File: src/rtl/spimem_flash_rd.sv
// Read-only single-bit SPI NOR flash controller (READ 0x03) behind the cache's
// spimem word-read port, with a one-word prefetch buffer and sequential streaming.
module spimem_flash_rd #(
  parameter int unsigned LOG_SIZE_MEM   = 24,
  parameter int unsigned CLK_DIV        = 1,
  parameter int unsigned CS_HIGH_CYCLES = 4
) (
  input  logic                    clk,
  input  logic                    reset_l,
  input  logic [LOG_SIZE_MEM-1:0] spimem_addr,
  input  logic                    spimem_valid,
  output logic                    spimem_ready,
  output logic [31:0]             spimem_rdata,
  output logic                    spi_cs_l,
  output logic                    spi_sck,
  output logic                    spi_mosi,
  input  logic                    spi_miso
);

  localparam int unsigned DIV_W   = (CLK_DIV > 1) ? $clog2(CLK_DIV) : 1;
  localparam int unsigned DESEL_W = (CS_HIGH_CYCLES > 1) ? $clog2(CS_HIGH_CYCLES) : 1;
  localparam logic [7:0]  CMD_READ = 8'h03;

  typedef enum logic [2:0] {
    S_IDLE,
    S_CMD,
    S_DATA,
    S_HOLD,
    S_DESEL
  } state_t;

  state_t                  r_state;
  logic [LOG_SIZE_MEM-1:0] r_next_addr;
  logic [LOG_SIZE_MEM-1:0] r_buf_addr;
  logic [31:0]             r_buf_data;
  logic                    r_buf_valid;
  logic [30:0]             r_shift;
  logic [30:0]             r_rx;
  logic [4:0]              r_bit;
  logic [DIV_W-1:0]        r_div;
  logic [DESEL_W-1:0]      r_desel;
  logic                    r_ready;
  logic [31:0]             r_rdata;
  logic                    r_cs_l;
  logic                    r_sck;
  logic                    r_mosi;

  logic        w_tick;
  logic        w_last;
  logic [31:0] w_cmd;
  logic [31:0] w_rx_next;
  logic [31:0] w_word;
  logic        w_buf_hit;
  logic        w_seq_hit;

  // SCK toggles when the divider wraps; a bit spans one low and one high half.
  assign w_tick    = (r_div == DIV_W'(CLK_DIV - 1));
  assign w_last    = (r_bit == 5'd31);
  assign w_cmd     = {CMD_READ, 24'(spimem_addr)};
  assign w_rx_next = {r_rx, spi_miso};
  // First flash byte lands in the low byte of the word.
  assign w_word    = {w_rx_next[7:0], w_rx_next[15:8], w_rx_next[23:16], w_rx_next[31:24]};
  assign w_buf_hit = (spimem_addr == r_buf_addr);
  assign w_seq_hit = (spimem_addr == r_next_addr);

  always_ff @(posedge clk or negedge reset_l) begin
    if (!reset_l) begin
      r_state     <= S_IDLE;
      r_next_addr <= '0;
      r_buf_addr  <= '0;
      r_buf_data  <= '0;
      r_buf_valid <= 1'b0;
      r_shift     <= '0;
      r_rx        <= '0;
      r_bit       <= '0;
      r_div       <= '0;
      r_desel     <= '0;
      r_ready     <= 1'b0;
      r_rdata     <= '0;
      r_cs_l      <= 1'b1;
      r_sck       <= 1'b0;
      r_mosi      <= 1'b0;
    end else begin
      r_ready <= 1'b0;
      case (r_state)
        S_IDLE: begin
          r_cs_l <= 1'b1;
          r_sck  <= 1'b0;
          if (spimem_valid) begin
            r_next_addr <= spimem_addr;
            r_mosi      <= w_cmd[31];
            r_shift     <= w_cmd[30:0];
            r_cs_l      <= 1'b0;
            r_bit       <= '0;
            r_div       <= '0;
            r_state     <= S_CMD;
          end
        end

        // Command and address go out MSB first, changing on SCK falling edges.
        S_CMD: begin
          if (w_tick) begin
            r_div <= '0;
            r_sck <= ~r_sck;
            if (r_sck) begin
              if (w_last) begin
                r_bit   <= '0;
                r_mosi  <= 1'b0;
                r_state <= S_DATA;
              end else begin
                r_bit   <= r_bit + 5'd1;
                r_mosi  <= r_shift[30];
                r_shift <= {r_shift[29:0], 1'b0};
              end
            end
          end else begin
            r_div <= r_div + DIV_W'(1);
          end
        end

        // MISO is sampled on the edge that raises SCK; the word completes on bit 31.
        S_DATA: begin
          if (w_tick) begin
            r_div <= '0;
            r_sck <= ~r_sck;
            if (!r_sck) begin
              r_rx <= w_rx_next[30:0];
              if (w_last) begin
                r_buf_data  <= w_word;
                r_buf_addr  <= r_next_addr;
                r_buf_valid <= 1'b1;
                r_next_addr <= r_next_addr + LOG_SIZE_MEM'(4);
              end
            end else if (w_last) begin
              r_bit   <= '0;
              r_state <= S_HOLD;
            end else begin
              r_bit <= r_bit + 5'd1;
            end
          end else begin
            r_div <= r_div + DIV_W'(1);
          end
        end

        // Flash paused with SCK low; the cycle of a ready pulse is skipped so the
        // cache's updated address is the one evaluated next.
        S_HOLD: begin
          if (!r_ready) begin
            if (spimem_valid) begin
              if (r_buf_valid) begin
                r_buf_valid <= 1'b0;
                if (w_buf_hit) begin
                  r_rdata <= r_buf_data;
                  r_ready <= 1'b1;
                end else begin
                  r_cs_l  <= 1'b1;
                  r_desel <= '0;
                  r_state <= S_DESEL;
                end
              end else if (w_seq_hit) begin
                r_div   <= '0;
                r_state <= S_DATA;
              end else begin
                r_cs_l  <= 1'b1;
                r_desel <= '0;
                r_state <= S_DESEL;
              end
            end else if (!r_buf_valid) begin
              r_div   <= '0;
              r_state <= S_DATA;
            end
          end
        end

        S_DESEL: begin
          r_cs_l <= 1'b1;
          r_sck  <= 1'b0;
          r_mosi <= 1'b0;
          if (r_desel == DESEL_W'(CS_HIGH_CYCLES - 1)) begin
            r_state <= S_IDLE;
          end else begin
            r_desel <= r_desel + DESEL_W'(1);
          end
        end

        default: begin
          r_cs_l  <= 1'b1;
          r_sck   <= 1'b0;
          r_state <= S_IDLE;
        end
      endcase
    end
  end

  assign spimem_ready = r_ready;
  assign spimem_rdata = r_rdata;
  assign spi_cs_l     = r_cs_l;
  assign spi_sck      = r_sck;
  assign spi_mosi     = r_mosi;

endmodule

File: config.mk
export PLATFORM = sky130hd
export DESIGN_NAME = spimem_flash_rd
export DESIGN_NICKNAME = d
export VERILOG_FILES = /design/src/rtl/spimem_flash_rd.sv
export SDC_FILE = /design/constraint.sdc
export NUM_CORES = 1
export LEC_CHECK = 0
export BUFFER_PORTS_ARGS = -buffer_cell sky130_fd_sc_hd__buf_2
export CAP_MARGIN = 0
export CELL_PAD_IN_SITES_DETAIL_PLACEMENT = 2
export CELL_PAD_IN_SITES_GLOBAL_PLACEMENT = 2
export CORE_ASPECT_RATIO = 0.6
export CORE_MARGIN = 8
export CORE_UTILIZATION = 44
export DETAILED_ROUTE_END_ITERATION = 7
export GPL_TIMING_DRIVEN = 0
export PLACE_DENSITY = 0.92
export SLEW_MARGIN = 20
export SYNTH_ARGS = -nofsm -noshare
export SYNTH_HDL_FRONTEND = slang
export SYNTH_SLANG_ARGS = --single-unit
File: constraint.sdc
create_clock -name clk -period 6.45 [get_ports clk]
set_clock_uncertainty 0.1 [all_clocks]
set_input_delay 1.29 -clock clk [delete_from_list [all_inputs] [get_ports clk]]
set_output_delay 1.29 -clock clk [all_outputs]
set_load 0.005 [all_outputs]
Yosys cells after proc, flatten, opt, wreduce, memory -nomap -nowiden. Cells that the tools add are included.

Register bits after elaboration: 190. Input port bits: 28. Output and inout bits: 36. Word-level logic and storage cells: 142.

Add/sub/neg operators: 4. Equality and inequality tests: 28. Mux-type cells: 68. Bitwise logic cells: 5. Reductions and logical operators: 22.

Operators with widths (count): 31-bit two-way mux (4); 24-bit two-way mux (4); 31-bit case mux with 2 select lines (1); 24-bit == test (2); 24-bit case mux with 2 select lines (1); 3-bit two-way mux (14); 2-bit != test, second input constant (15); 1-bit two-way mux (26); 5-bit AND reduction (5); 24-bit by 3-bit adder with 24-bit output, second input constant (1); 5-bit two-way mux (4); 3-bit case mux with 5 select lines (1); 2-bit two-way mux (6); 3-bit != test, second input constant (4); 4-bit AND reduction (3); 6-bit AND reduction (2); 11-bit AND reduction (1); 5-bit case mux with 2 select lines (1); 2-bit nonzero test (5); 1-bit case mux with 3 select lines (3); 3-bit by 2-bit == test with 1-bit output, second input constant (2); 3-bit nonzero test (2); 5-bit by 1-bit adder with 5-bit output, second input constant (1); 5-bit == test, second input constant (1); 13 further kinds (18).

Depth between registers and ports, before layout. Gate-level depths: netlist (run 1).

Word-level depth: 6. Depth in mapped cells: 10. Depth with buffers taken out: 8.

Worst setup path after synthesis (run 1). Ideal clock, no wire load.

Kind: in2reg. Start: in spimem_addr[6]. End: reg r_rdata[10], in the netlist spimem_rdata[10]. Library setup time: 0.125 ns. Arrival time: 2.931 ns. Data required time: 6.225 ns. Setup slack: 3.294 ns. Stages: 6. Path buffers: 1. Cell sequence: xnor2_1 -> nand4_1 -> or3_4 -> nor4_4 -> buf_6 -> mux2_2.

Word-level cells in the longest chain between the ends: 2.

RTL lines: start: declaration (RTL line 10) `input logic [LOG_SIZE_MEM-1:0] spimem_addr,`; 24-bit == test (RTL line 63) `assign w_buf_hit = (spimem_addr == r_buf_addr);`; 5-bit AND reduction (no line); end signal: assignment (RTL line 153) `r_rdata <= r_buf_data;`; end: declaration (RTL line 43) `logic [31:0] r_rdata;`.

Every way passes these cells. A chain may end at the register's enable or synchronous reset.

Worst setup path in the final report (run 1).
Start: reg r_bit[0]. End: reg r_next_addr[15].

Word-level cells in the longest chain between the ends: 3.

RTL lines: start: declaration (RTL line 39) `logic [4:0] r_bit;`; start signal: assignment (RTL line 111) `r_bit <= r_bit + 5'd1;`; start signal: assignment (RTL line 138) `r_bit <= r_bit + 5'd1;`; 5-bit == test (RTL line 58) `assign w_last = (r_bit == 5'd31);`; 2-bit != test (no line); 5-bit AND reduction (no line); end signal: assignment (RTL line 90) `r_next_addr <= spimem_addr;`; end signal: assignment (RTL line 132) `r_next_addr <= r_next_addr + LOG_SIZE_MEM'(4);`; end: declaration (RTL line 33) `logic [LOG_SIZE_MEM-1:0] r_next_addr;`.

Every way passes these cells.

==> summary.txt, run 1 <==
initial antenna violation count = 2
Setup crit end kind = flip-flop
CTS Hold Buffers Added = 0
root buffer cell = clkbuf_16
slowest library cell on the worst path = nor3_1
GRT busiest layer = met2
non-filler cells in the finished layout = 1100
clock latency at the later pin of the worst-skew pair = 450 ps
Critical Path Source = r_bit[0]
PD cells = 448 nW/µm²
R2R depth = 9
CTS max path bufs = 2
GR Overflow Total = 0
residual DRC count = 0
Clock transition at path regs = 80 ps
Core ar. = 19100 µm²
DR pass1 iterations = 5
Design Area, Final = 9910 µm²
Hold Worst Slack = 392 ps
CP Cell Sequence = ha_1, and3_1, ha_1, clkbuf_1, a31oi_1, nor3_1, clkbuf_1, o21ai_0, a22oi_1
minimum clock period = 4340 ps
vias in the first global route = 7978
Critical Path Start Type = flip-flop
Pleak = 0.00461 µW
WS Path Type = reg -> reg
RePlAce Congestion = 0.898
met3 Use GR = 7.66%
largest net degree at the start of global routing = 104
FF-to-FF End = r_next_addr[15]
Starting Density = 45.2%
slew at the pin with the worst max-slew slack = 1150 ps
syn avg cell area = 11.7 µm²
Post-CTS Setup Bufs = 0
total negative slack = 0 ps
utilization after layout = 51.8%
WP data arrival = 4550 ps
Worst R2R Start = r_bit[0]
Pins Over Slew Limit = 0
met2 Use GR = 48.9%
dpl hpwl = 22600 µm
Die Area = 24500 µm²
first-pass GRT wire length = 56200 µm
Mapped Area = 8640 µm²
final setup fails = 0
placed cells = 1068
synth warn = 0
die height = 125 µm
post-cts resize count = 0
CTS tree = done
clk sinks = 189
commonest non-fill, non-tap cells in the layout = dfrtp_1 (188), mux2_2 (118), buf_2 (71), nand2_1 (64), o21ai_0 (58)
Final Cycle Share = 67.3%
ys async rst share = 100%
DR vias/cell = 6.52
top achievable clock speed = 230 MHz
CP top delay family = simple AND/OR/NAND/NOR gates
DR vias = 7174
depth of the CTS H-tree = 4
dominant synthesized flop cell = dfrtp_1
Synth Register Bits = 189
NumNets Final = 853
Final Hold Fails = 0
CTS Buf Count = 17
outcome = finished clean
Buffers on Ports = 63
diodes inserted = 0
crit-path max cell delay = 960 ps
io pins = 64
Area Overhead vs Synth = 14.6%
sequential share of the synthesized area = 54.7%
final WL = 37400 µm
count of different cell masters after synthesis = 54
Placed Area = 9330 µm²
number of flops mapped to enable cells by yosys = 0
RSZ-0062 raised after global routing = false
required time of the critical path = 6660 ps
met1 Use GR = 39.0%
Crit Path Max Fanout = 10
Max-Cap Viols = 0
Avg WL per Cell = 34.0 µm
Critical path buffers and inverters = 2
All-Layer GR Usage = 30.9%
syn_nets = 770
Die X-Extent = 197 µm
CP Depth = 9
drt initial violations = 847
commonest non-fill, non-tap cell in the layout = dfrtp_1
R2R Setup Slk = 2110 ps
Hold WC Path Type = reg -> reg
Antenna Nets Post-Route = 0
layout cells sized above 1 = 28.2%
Setup crit end = r_next_addr[15]
VDD IR max = 0.254 mV
Mapped Cells = 738
Core Rows = 39
Slew headroom = 22.8%
cell families after synthesis:
family | after synthesis | synth area share [%]
fa+ha+maj | 4 | 0.579
xor+xnor | 50 | 5.07
mux | 142 | 18.2
simple gates | 172 | 10.2
flops | 189 | 54.7
buf+inv | 52 | 2.69
compound gates | 129 | 8.61
state kept, by name, indices dropped and copies added (netlist names), 3 cells and up:
register and count:
r_bit 5, r_buf_addr 24, r_buf_data 32, r_next_addr 24
r_rx 31, r_shift 31, r_state 3, spimem_rdata 32
synthesized netlist by cell type, types with 9 or more instances:
library cell	n	area, µm²
mux2_2	118	1330
buf_2	9	45.0
clkbuf_1	29	109
xor2_1	10	87.6
mux2i_1	23	230
o21ai_0	58	290
xnor2_1	40	350
nand3_1	19	95.1
o22ai_1	9	56.3
nand2_1	64	240
nand4_1	19	119
dfrtp_1	188	4700
a21oi_1	34	170
nor2_1	22	82.6
inv_1	10	37.5
cell type report:
class | instances | area, µm²
Timing Repair Buffer | 64 | 353
Fill cell | 1879 | 9220
Inverter | 10 | 37.5
Clock inverter | 15 | 151
Tap cell | 266 | 333
Clock buffer | 17 | 425
Sequential cell | 189 | 4730
Multi-Input combinational cell | 497 | 3680
Buffer | 42 | 195
per-layer routing:
| layer | wire length [µm] | up-vias |
|---|---|---|
| met5 | 12 | - |
| met4 | 1940 | 2 |
| met3 | 3040 | 157 |
| met2 | 17500 | 465 |
| met1 | 14900 | 3756 |
| li1 | - | 2794 |
metrics by stage:
step                total power (µW)  setup WS, ps
floorplan                       2530          3290
global placement                2880          1070
detailed placement              3120          2550
CTS                             4370          2310
global route                    4540          2140
finish                          4440          2110
how the worst min path moves through the flow:
stage,slack (ps),to,startpoint,cells after the start
after floorplan,350,r_shift[0],r_shift[0],2
after global placement,360,r_shift[18],r_shift[18],2
after detailed placement,380,spimem_rdata[5],spimem_rdata[5],1
after CTS,400,spimem_rdata[5],spimem_rdata[5],1
after global routing,420,spimem_rdata[5],spimem_rdata[5],1
final,390,r_shift[6],r_shift[6],2
power by group:
part	internal, µW	total, µW	switching, µW
clock network	517	1080	560
registers	1450	1750	301
logic	505	1610	1110
worst register-to-register path: stages, from the launching register on:
cell and delay, ps:
dfrtp_1 450, ha_1 280, and3_1 200, ha_1 140, clkbuf_1 380, a31oi_1 340
nor3_1 960, clkbuf_1 600, o21ai_0 340, a22oi_1 420
Note: power is estimated with default switching activity, not from simulation.
==> run 2, diff against run 1 <==
- CORE_UTILIZATION: 44 -> 41
- PLACE_DENSITY: 0.92 -> 0.87
- clock period: 6.45 -> 4.1 ns (I/O delays scaled with it)
==> run 2 against run 1 <==
Against the previous run:
- core utilization shrank 3.9 points
- first-iteration DRC count shrank 21%
- critical path depth is the same
- fmax grew 21%
- cell area grew 0.75%
- worst setup slack lost 1600 ps
- die area grew 6.5%
- cell count grew 1.4%
- largest cell class unchanged
==> summary.txt, run 2 (synthesis gave the netlist of run 1 again) <==
outcome = finished clean (unchanged)
GR Overflow Total = 0 (unchanged)
die height = 128 µm (was 125 µm)
final WL = 34400 µm (was 37400 µm)
residual DRC count = 0 (unchanged)
Max-Cap Viols = 0 (unchanged)
Pleak = 0.00464 µW (was 0.00461 µW)
CTS Hold Buffers Added = 0 (unchanged)
initial antenna violation count = 3 (was 2)
Buffers on Ports = 63 (unchanged)
slew at the pin with the worst max-slew slack = 889 ps (was 1150 ps)
DR vias = 6822 (was 7174)
WP data arrival = 3830 ps (was 4550 ps)
post-cts resize count = 0 (unchanged)
Final Cycle Share = 87.8% (was 67.3%)
depth of the CTS H-tree = 4 (unchanged)
commonest non-fill, non-tap cells in the layout = dfrtp_1 (188), mux2_2 (118), buf_2 (71), nand2_1 (64), o21ai_0 (58) (unchanged)
top achievable clock speed = 278 MHz (was 230 MHz)
Design Area, Final = 9980 µm² (was 9910 µm²)
RePlAce Congestion = 0.906 (was 0.898)
All-Layer GR Usage = 27.0% (was 30.9%)
Crit Path Max Fanout = 10 (unchanged)
Core ar. = 20800 µm² (was 19100 µm²)
top sig layer = met5 (unchanged)
Post-CTS Setup Bufs = 0 (unchanged)
Critical path buffers and inverters = 2 (unchanged)
minimum clock period = 3600 ps (was 4340 ps)
Placed Area = 9370 µm² (was 9330 µm²)
WS Path Type = reg -> reg (unchanged)
vias in the first global route = 7731 (was 7978)
Core Rows = 41 (was 39)
total negative slack = 0 ps (unchanged)
Clock transition at path regs = 80 ps (about the same)
Top cell by count, worst path = ha_1
largest net degree at the start of global routing = 68 (was 104)
met3 WL = 2120 µm (was 3040 µm)
Die Area = 26100 µm² (was 24500 µm²)
DR pass1 iterations = 5 (unchanged)
FILL cells = 2084 (was 1879)
utilization after layout = 47.9% (was 51.8%)
Die X-Extent = 203 µm (was 197 µm)
first-pass GRT wire length = 52700 µm (was 56200 µm)
required time of the critical path = 4330 ps (was 6660 ps)
slowest library cell on the worst path = nor2_1 (was nor3_1)
Starting Density = 41.5% (was 45.2%)
commonest non-fill, non-tap cell in the layout = dfrtp_1 (unchanged)
crit-path max cell delay = 630 ps (was 960 ps)
CTS max path bufs = 2 (unchanged)
CTS Buf Count = 17 (unchanged)
Storage cell area = 4730 µm² (unchanged)
Critical Path Start Type = flip-flop (unchanged)
clk sinks = 189 (unchanged)
PD cells = 692 nW/µm² (was 448 nW/µm²)
Pins Over Slew Limit = 0 (unchanged)
VDD IR max = 0.339 mV (was 0.254 mV)
io pins = 64 (unchanged)
clock latency at the later pin of the worst-skew pair = 460 ps (was 450 ps)
layout cells sized above 1 = 28.3% (was 28.2%)
final setup fails = 0 (unchanged)
M1 wire length = 14600 µm (was 14900 µm)
DR vias/cell = 6.12 (was 6.52)
CTS tree = done (unchanged)
drt initial violations = 668 (was 847)
CP top delay family = simple AND/OR/NAND/NOR gates (unchanged)
RSZ-0062 raised after global routing = false (unchanged)
diodes inserted = 0 (unchanged)
Hold WC Path Type = in -> async (was reg -> reg)
Avg WL per Cell = 30.8 µm (was 34.0 µm)
dpl hpwl = 21000 µm (was 22600 µm)
NumNets Final = 855 (was 853)
Slew headroom = 40.2% (was 22.8%)
Antenna Nets Post-Route = 0 (unchanged)
area occupied by multi-input gates = 3690 µm² (was 3680 µm²)
met2 routed WL = 16400 µm (was 17500 µm)
Area Overhead vs Synth = 15.5% (was 14.6%)
root buffer cell = clkbuf_16 (unchanged)
Setup crit end kind = flip-flop (unchanged)
CP Cell Sequence = ha_1, and3_1, ha_1, clkbuf_1, a31oi_1, nand2b_1, nor2_1, buf_2, mux2_2 (was ha_1, and3_1, ha_1, clkbuf_1, a31oi_1, nor3_1, clkbuf_1, o21ai_0, a22oi_1)
Final Hold Fails = 0 (unchanged)
run 2: metal layers:
layer	up-vias	GRT usage [%]
li1	2807	-
met1	3637	34.3
met2	278	43.5
met4	6	12.1
met3	94	6.65
met5	-	0
run 2: report_power, final:
part           leakage (µW)  switching [µW]  internal, µW  total (µW)
Combinational       0.00186            1650           800        2450
Sequential          0.00250             436          2280        2720
Clock              0.000289             871           872        1740
run 2: final cells by class:
class	instances	share of cell area [%]
Multi-Input combinational cell	497	36.9
Timing Repair Buffer	66	3.85
Clock buffer	17	4.26
Sequential cell	189	47.4
Buffer	42	1.96
Tap cell	279	3.50
Clock inverter	15	1.72
Inverter	10	0.376
run 2: through the flow:
| step | hold slack [ps] | total power (µW) | cells | setup WS [ps] |
|---|---|---|---|---|
| floorplan | 350 | 3970 | 738 | 1410 |
| global placement | 364 | 4610 | 1080 | -1090 |
| detailed placement | 377 | 4830 | 1082 | 742 |
| CTS | 210 | 6850 | 1114 | 294 |
| global route | 222 | 7150 | 1115 | 371 |
| finish | 194 | 6910 | 1115 | 499 |
run 2: final timing paths:
kind                            startpoint               to  slack (ps)  depth (start not counted)
min reg2reg                spimem_rdata[5]  spimem_rdata[5]         390                          1
max in group asynchronous          reset_l         spi_cs_l        2650                          3
min in group clk           spimem_rdata[5]  spimem_rdata[5]         390                          1
max                               r_bit[0]    r_buf_data[8]         500                          9
min                                reset_l  r_next_addr[13]         190                          1
max reg2reg                       r_bit[0]    r_buf_data[8]         500                          9
